--- src/rtl/fp_add_arbiter.sv ---
// Round-robin arbiter sharing one combinational single-precision adder among NREQ requesters.
// Defining FP_ADD_ARB_STATS_EN adds saturating op_count / stall_count outputs.

module fp_adder (
  input  logic [31:0] i_a,
  input  logic [31:0] i_b,
  output logic [31:0] o_sum
);
  logic        w_swap;
  logic [31:0] w_big;
  logic [31:0] w_sml;
  logic [23:0] w_m_big;
  logic [23:0] w_m_sml;
  logic [23:0] w_m_al;
  logic [7:0]  w_ediff;
  logic [7:0]  w_exp;
  logic [24:0] w_raw;
  logic [24:0] w_norm;
  logic [4:0]  w_lz;

  function automatic logic [4:0] lead_zeros(input logic [24:0] v);
    lead_zeros = 5'd25;
    for (int k = 0; k < 25; k++) begin
      if (v[k]) begin
        lead_zeros = 5'(24 - k);
      end else begin
        lead_zeros = lead_zeros;
      end
    end
  endfunction

  // Align the smaller magnitude, add or subtract, renormalise so the MSB lands on bit 24.
  always_comb begin
    w_swap  = (i_b[30:0] > i_a[30:0]);
    w_big   = w_swap ? i_b : i_a;
    w_sml   = w_swap ? i_a : i_b;
    w_m_big = {|w_big[30:23], w_big[22:0]};
    w_m_sml = {|w_sml[30:23], w_sml[22:0]};
    w_ediff = w_big[30:23] - w_sml[30:23];
    w_m_al  = (w_ediff > 8'd24) ? 24'd0 : (w_m_sml >> w_ediff);
    if (w_big[31] == w_sml[31]) begin
      w_raw = {1'b0, w_m_big} + {1'b0, w_m_al};
    end else begin
      w_raw = {1'b0, w_m_big} - {1'b0, w_m_al};
    end
    w_lz   = lead_zeros(w_raw);
    w_norm = w_raw << w_lz;
    // Bit 24 of w_norm is the hidden bit; the exponent absorbs the carry and the left shift.
    w_exp  = w_big[30:23] + 8'd1 - {3'd0, w_lz};
    if (i_a[30:0] == 31'd0) begin
      o_sum = i_b;
    end else if (i_b[30:0] == 31'd0) begin
      o_sum = i_a;
    end else if (w_raw == 25'd0) begin
      o_sum = 32'd0;
    end else begin
      o_sum = {w_big[31], w_exp, w_norm[23:1]};
    end
  end
endmodule

module fp_add_arbiter #(
  parameter int NREQ = 4,
  parameter int IDW  = 2
) (
  input  logic                 clk,
  input  logic                 rst_n,
  input  logic [NREQ-1:0]      req_vld,
  input  logic [32*NREQ-1:0]   req_a,
  input  logic [32*NREQ-1:0]   req_b,
  input  logic [NREQ-1:0]      req_sub,
  output logic [NREQ-1:0]      req_rdy,
  output logic                 res_vld,
  output logic [31:0]          res_data,
  output logic [IDW-1:0]       res_id,
  input  logic                 res_rdy
`ifdef FP_ADD_ARB_STATS_EN
  ,
  output logic [15:0]          op_count,
  output logic [15:0]          stall_count
`endif
);
  typedef enum logic [1:0] {IDLE = 2'd0, CALC = 2'd1, DONE = 2'd2} state_t;

  state_t         r_state;
  state_t         w_state_nxt;
  logic [IDW-1:0] r_rr_ptr;
  logic [IDW-1:0] w_cand;
  logic [IDW-1:0] w_gnt_idx;
  logic           w_gnt_any;
  logic           w_xfer;
  logic [31:0]    w_sel_a;
  logic [31:0]    w_sel_b;
  logic           w_sel_sub;
  logic [31:0]    r_op_a;
  logic [31:0]    r_op_b;
  logic [IDW-1:0] r_op_id;
  logic [31:0]    w_sum;
  logic           r_res_vld;
  logic [31:0]    r_res_data;
  logic [IDW-1:0] r_res_id;

  fp_adder u_fp_adder (
    .i_a   (r_op_a),
    .i_b   (r_op_b),
    .o_sum (w_sum)
  );

  // Round-robin search starting one past the last granted requester.
  always_comb begin
    w_gnt_any = 1'b0;
    w_gnt_idx = {IDW{1'b0}};
    w_cand    = {IDW{1'b0}};
    for (int k = 1; k <= NREQ; k++) begin
      w_cand = IDW'((int'(r_rr_ptr) + k) % NREQ);
      if (!w_gnt_any && req_vld[w_cand]) begin
        w_gnt_any = 1'b1;
        w_gnt_idx = w_cand;
      end else begin
        w_gnt_any = w_gnt_any;
      end
    end
  end

  // Operand select for the granted requester.
  always_comb begin
    w_sel_a   = 32'd0;
    w_sel_b   = 32'd0;
    w_sel_sub = 1'b0;
    for (int k = 0; k < NREQ; k++) begin
      if (w_gnt_idx == IDW'(k)) begin
        w_sel_a   = req_a[32*k +: 32];
        w_sel_b   = req_b[32*k +: 32];
        w_sel_sub = req_sub[k];
      end else begin
        w_sel_sub = w_sel_sub;
      end
    end
  end

  // Next-state and accept logic; req_rdy only ever asserts in IDLE.
  always_comb begin
    w_state_nxt = r_state;
    req_rdy     = {NREQ{1'b0}};
    w_xfer      = 1'b0;
    case (r_state)
      IDLE: begin
        if (w_gnt_any) begin
          req_rdy     = {{(NREQ-1){1'b0}}, 1'b1} << w_gnt_idx;
          w_xfer      = 1'b1;
          w_state_nxt = CALC;
        end else begin
          w_state_nxt = IDLE;
        end
      end
      CALC: w_state_nxt = DONE;
      DONE: begin
        if (res_rdy) begin
          w_state_nxt = IDLE;
        end else begin
          w_state_nxt = DONE;
        end
      end
      default: w_state_nxt = IDLE;
    endcase
  end

  // State register.
  always_ff @(posedge clk or negedge rst_n) begin
    if (!rst_n) begin
      r_state <= IDLE;
    end else begin
      r_state <= w_state_nxt;
    end
  end

  // Operand capture, result capture and round-robin pointer.
  always_ff @(posedge clk or negedge rst_n) begin
    if (!rst_n) begin
      r_rr_ptr   <= IDW'(NREQ - 1);
      r_op_a     <= 32'd0;
      r_op_b     <= 32'd0;
      r_op_id    <= {IDW{1'b0}};
      r_res_vld  <= 1'b0;
      r_res_data <= 32'd0;
      r_res_id   <= {IDW{1'b0}};
    end else begin
      case (r_state)
        IDLE: begin
          if (w_xfer) begin
            r_op_a   <= w_sel_a;
            r_op_b   <= {w_sel_b[31] ^ w_sel_sub, w_sel_b[30:0]};
            r_op_id  <= w_gnt_idx;
            r_rr_ptr <= w_gnt_idx;
          end
        end
        CALC: begin
          r_res_data <= w_sum;
          r_res_id   <= r_op_id;
          r_res_vld  <= 1'b1;
        end
        DONE: begin
          if (res_rdy) begin
            r_res_vld <= 1'b0;
          end
        end
        default: r_res_vld <= 1'b0;
      endcase
    end
  end

  assign res_vld  = r_res_vld;
  assign res_data = r_res_data;
  assign res_id   = r_res_id;

`ifdef FP_ADD_ARB_STATS_EN
  logic [15:0] r_op_count;
  logic [15:0] r_stall_count;

  // Saturating completion and back-pressure counters.
  always_ff @(posedge clk or negedge rst_n) begin
    if (!rst_n) begin
      r_op_count    <= 16'd0;
      r_stall_count <= 16'd0;
    end else begin
      if (r_res_vld && res_rdy && (r_op_count != 16'hFFFF)) begin
        r_op_count <= r_op_count + 16'd1;
      end
      if ((r_state == DONE) && !res_rdy && (r_stall_count != 16'hFFFF)) begin
        r_stall_count <= r_stall_count + 16'd1;
      end
    end
  end

  assign op_count    = r_op_count;
  assign stall_count = r_stall_count;
`endif
endmodule
--- config.mk ---
export PLATFORM = sky130hd
export DESIGN_NAME = fp_add_arbiter
export DESIGN_NICKNAME = d
export VERILOG_FILES = /design/src/rtl/fp_add_arbiter.sv
export SDC_FILE = /design/constraint.sdc
export NUM_CORES = 1
export LEC_CHECK = 0
export CAP_MARGIN = 20
export CORE_MARGIN = 2
export CORE_UTILIZATION = 54
export DETAILED_ROUTE_END_ITERATION = 8
export PLACE_DENSITY = 0.84
export SLEW_MARGIN = 20
export SYNTH_ARGS = -nofsm -noshare
export SYNTH_HDL_FRONTEND = slang
export SYNTH_HIERARCHICAL = 1
export SYNTH_SLANG_ARGS = --single-unit
--- constraint.sdc ---
create_clock -name clk -period 17 [get_ports clk]
set_clock_uncertainty 0.05 [all_clocks]
set_input_delay 2.55 -clock clk [delete_from_list [all_inputs] [get_ports clk]]
set_output_delay 2.55 -clock clk [all_outputs]
set_load 0.01 [all_outputs]
==> qor.tcl <==
set qor(routedWlPerCell_um) 26.0
set qor(worst_r2r_startpoint) {r_op_a[13]}
set qor(drt_first_iter_violations) 2635
set qor(end_kind) {register}
set qor(finalWeightedCongestion) 1.12
set qor(critPathRequiredTime_ns) 17.20
set qor(critical_path_arrival_ns) 14.70
set qor(postCtsSetupRepairBufs) 0
set qor(tightest_slew_ns) 0.971
set qor(worstSkewPairLatency_ns) 0.37
set qor(setup.worst_path.end) {res_data[30]}
set qor(grt_max_degree) 72
set qor(die_y_um) 169
set qor(initial_utilization_pct) 54.8
set qor(post-route-drc-count) 0
set qor(share_of_the_clock_period_used_by_the_worst_path_pct) 85.3
set qor(max_cap_viol_count) 0
set qor(timing_hold_violations_final) 0
set qor(cts.root.buffer_cell) {sky130_fd_sc_hd__clkbuf_16}
set qor(holdBufCountCts) 0
set qor(first_global_vias) 16572
set qor(yosysWarningCount) 6
set qor(clkSinkCount) 105
set qor(crit_path_max_incr_delay_ns) 0.84
set qor(setup_viol_count_final) 0
set qor(netlist_instances) 1865
set qor(synth_sequential_area_ratio_pct) 17.8
set qor(postRouteAntennaNets) 0
set qor(worst_setup_path_startpoint) {r_op_a[13]}
set qor(maxSlewViolCount) 0
set qor(run_status) {finished clean}
set qor(area_overhead_vs_synth_pct) 22.6
set qor(cts-root-to-sink-buffers) 2
set qor(postSynth.topFlopCell) {sky130_fd_sc_hd__dfrtp_1}
set qor(total_inserted_antenna_cells) 0
set qor(num_io_pins) 306
set qor(fraction_of_layout_instances_using_a_drive_strength_above_1_pct) 10.2
set qor(routed_via_density) 7.21
set qor(cp_max_fo) 30
set qor(critPathSlowestCell) {sky130_fd_sc_hd__o211a_1}
set qor(number_of_flops_mapped_to_enable_cells_by_yosys) 0
set qor(grt-ovfl-total) 0
set qor(port_buffers) 305
set qor(synth_fp_nets) 2203
set qor(critPathKind) {register to register}
set qor(std_cell_rows) 60
set qor(timing.setup.tns_ns) 0
set qor(die_width_um) 169
set qor(clock_tree.htree_level_count) 3
set qor(avgSynthCellArea_sq_um) 7.90
set qor(clk_pin_slew_ns) 0.08
set qor(fmax_ghz) 0.0689
set qor(cts-buffers-inserted) 9
set qor(ys_top_cells_by_area) {sky130_fd_sc_hd__dfrtp_1, sky130_fd_sc_hd__mux2_2, sky130_fd_sc_hd__ha_1}
set qor(timing.final.crit_period_ns) 14.51
set qor(final_cell_count_no_fill) 2407
set qor(startpoint_type) {register}
set qor(total_via_count_in_the_routed_design) 17355
set qor(post_synth_num_cell_types) 105
set qor(holdWs_ns) 0.441
set qor(grt_util_all_layers_pct) 42.4
set qor(setup_repair_after_global_routing_missed_its_margin) {false}
set qor(core_region_area_sq_mm) 0.0269
set qor(layout.nets) 2399
set qor(post_cts_resize_count) 0
set qor(die_area_sq_mm) 0.0286
set qor(synth_top_cell_area_share_pct) 17.5
set qor(hold_path_class) {register to register}
set qor(antenna_found_initial) 0
set qor(finish.utilization_pct) 67.2
set qor(syn-cell-area_sq_mm) 0.0147
set qor(ys_seq_elements) 105
set qor(post-dp-hpwl_um) 48600
set qor(ff2ff_setup_slack_ns) 2.49
set qor(max-slew-margin-rel_pct) 34.3
set qor(clock_tree_from_tritoncts) {built}
set qor(asr_flop_ratio_synth_pct) 100
set qor(wire_length_of_the_first_global_routing_pass_um) 94900
set qor(timing.reg2reg.worst_path_depth) 52
set qor(detailedRoute.firstPassIterationCount) 6
set qor(yosysTopAreaCell) {sky130_fd_sc_hd__dfrtp_1}
set qor(dp_cells) 2391
set qor(totalWireLength_um) 62500
set qor(regToRegEndpoint) {res_data[30]}
==> area by class of cell <==
type / instances / area [sq um]
inverter: 90 / 338
tap: 341 / 427
fill: 2224 / 8800
clock inverter: 6 / 62.6
multi-input combinational: 1522 / 11100
clock buffer: 10 / 229
sequential: 105 / 2630
timing repair buffer: 333 / 3260
==> critical path, delay by kind of cell (launching register included) <==
family,cells,cell delay [ns]
buffers and inverters,5,1.39
multiplexers,2,0.36
flip-flops,1,0.61
AO/OA/AOI/OAI,22,6.14
XOR/XNOR,2,0.63
adder cells (fa/ha/maj),7,2.18
AND/OR/NAND/NOR,14,2.99
==> stage by stage <==
| step | setup slack [ns] | area, sq um |
|---|---|---|
| detailed placement | 3.05 | 17800 |
| floorplan | 5.14 | 14700 |
| CTS | 3.03 | 18100 |
| finish | 2.49 | 18100 |
| global placement | 3.33 | 17800 |
| global route | 1.62 | 18100 |
==> flip-flops by register name, summed over array words and instances, names as in the netlist <==
signal	flops
r_op_a	32
r_op_b	32
r_op_id	2
res_vld	1
res_data	32
r_state	2
res_id	2
r_rr_ptr	2
==> cell families after synthesis <==
logic type | share of synthesized area, %
xor gates and xnor gates | 3.55
muxes | 14.9
DFF | 17.8
and+or+nand+nor | 19.0
AOI/OAI and AO/OA | 31.4
buffers and inverters | 7.19
adders and majority gates | 6.13
==> cell usage after synthesis, drive strengths merged (24+ instances only) <==
library cell and number:
a211oi 28, a21o 30, a21oi 165, a221o 63, buf 65, clkbuf 83, dfrtp 103, ha 69
inv 90, mux2 112, mux2i 50, nand2 137, nand3 32, nand4 80, nor2 139, nor3 62
nor4 24, o21ai 110, o31ai 82, xnor2 34, xor2 24
==> cell usage in the layout (no fill, tap or decap), types with 9 or more instances in the layout <==
| cell | n |
|---|---|
| sky130_fd_sc_hd__clkdlybuf4s50_1 | 304 |
| sky130_fd_sc_hd__a21oi_1 | 161 |
| sky130_fd_sc_hd__nor2_1 | 136 |
| sky130_fd_sc_hd__nand2_1 | 133 |
| sky130_fd_sc_hd__dfrtp_1 | 103 |
| sky130_fd_sc_hd__o21ai_0 | 96 |
| sky130_fd_sc_hd__inv_1 | 87 |
| sky130_fd_sc_hd__mux2_2 | 81 |
| sky130_fd_sc_hd__nand4_1 | 79 |
| sky130_fd_sc_hd__o31ai_1 | 79 |
| sky130_fd_sc_hd__ha_1 | 68 |
| sky130_fd_sc_hd__a221o_1 | 63 |
| sky130_fd_sc_hd__nor3_1 | 55 |
| sky130_fd_sc_hd__mux2i_1 | 48 |
| sky130_fd_sc_hd__xnor2_1 | 32 |
| sky130_fd_sc_hd__nand3_1 | 31 |
| sky130_fd_sc_hd__mux2_1 | 30 |
| sky130_fd_sc_hd__a21o_1 | 29 |
| sky130_fd_sc_hd__buf_4 | 29 |
| sky130_fd_sc_hd__a211oi_1 | 26 |
| sky130_fd_sc_hd__nor4_1 | 23 |
| sky130_fd_sc_hd__xor2_1 | 23 |
| sky130_fd_sc_hd__a31oi_1 | 18 |
| sky130_fd_sc_hd__a221oi_1 | 18 |
| sky130_fd_sc_hd__o211ai_1 | 16 |
| sky130_fd_sc_hd__mux4_2 | 16 |
| sky130_fd_sc_hd__a22oi_1 | 13 |
| sky130_fd_sc_hd__nor2b_1 | 12 |
| sky130_fd_sc_hd__nand2b_1 | 11 |
| sky130_fd_sc_hd__o21a_1 | 11 |
| sky130_fd_sc_hd__o21ai_1 | 11 |
| sky130_fd_sc_hd__and2_1 | 10 |
| sky130_fd_sc_hd__o22ai_1 | 9 |
| sky130_fd_sc_hd__clkbuf_16 | 9 |
| sky130_fd_sc_hd__a211o_1 | 9 |
==> worst min-delay path by stage <==
stage                    start          to  slack [ns]  cells after the start
CTS                    res_vld     res_vld        0.44                      1
global route           res_vld     res_vld        0.46                      1
global placement    r_op_id[1]  r_op_id[1]        0.41                      2
floorplan           r_op_id[1]  r_op_id[1]        0.39                      2
finish                 res_vld     res_vld        0.44                      1
detailed placement  r_op_id[1]  r_op_id[1]        0.43                      2
==> metal layers <==
| layer | GRT usage (%) | routed length (um) | share of wire (%) | up-vias |
|---|---|---|---|---|
| met1 | 52.7 | 23500 | 38 | 8180 |
| met2 | 70.9 | 29100 | 47 | 1333 |
| li1 | - | - | - | 7576 |
| met4 | 20.1 | 3460 | 5.5 | 0 |
| met3 | 8.49 | 6410 | 10 | 266 |
| met5 | 0 | 0 | 0 | - |
Power is left out: the tool's default activity adds up to more than one toggle a clock period on the data nets, which glitch-free logic cannot reach.
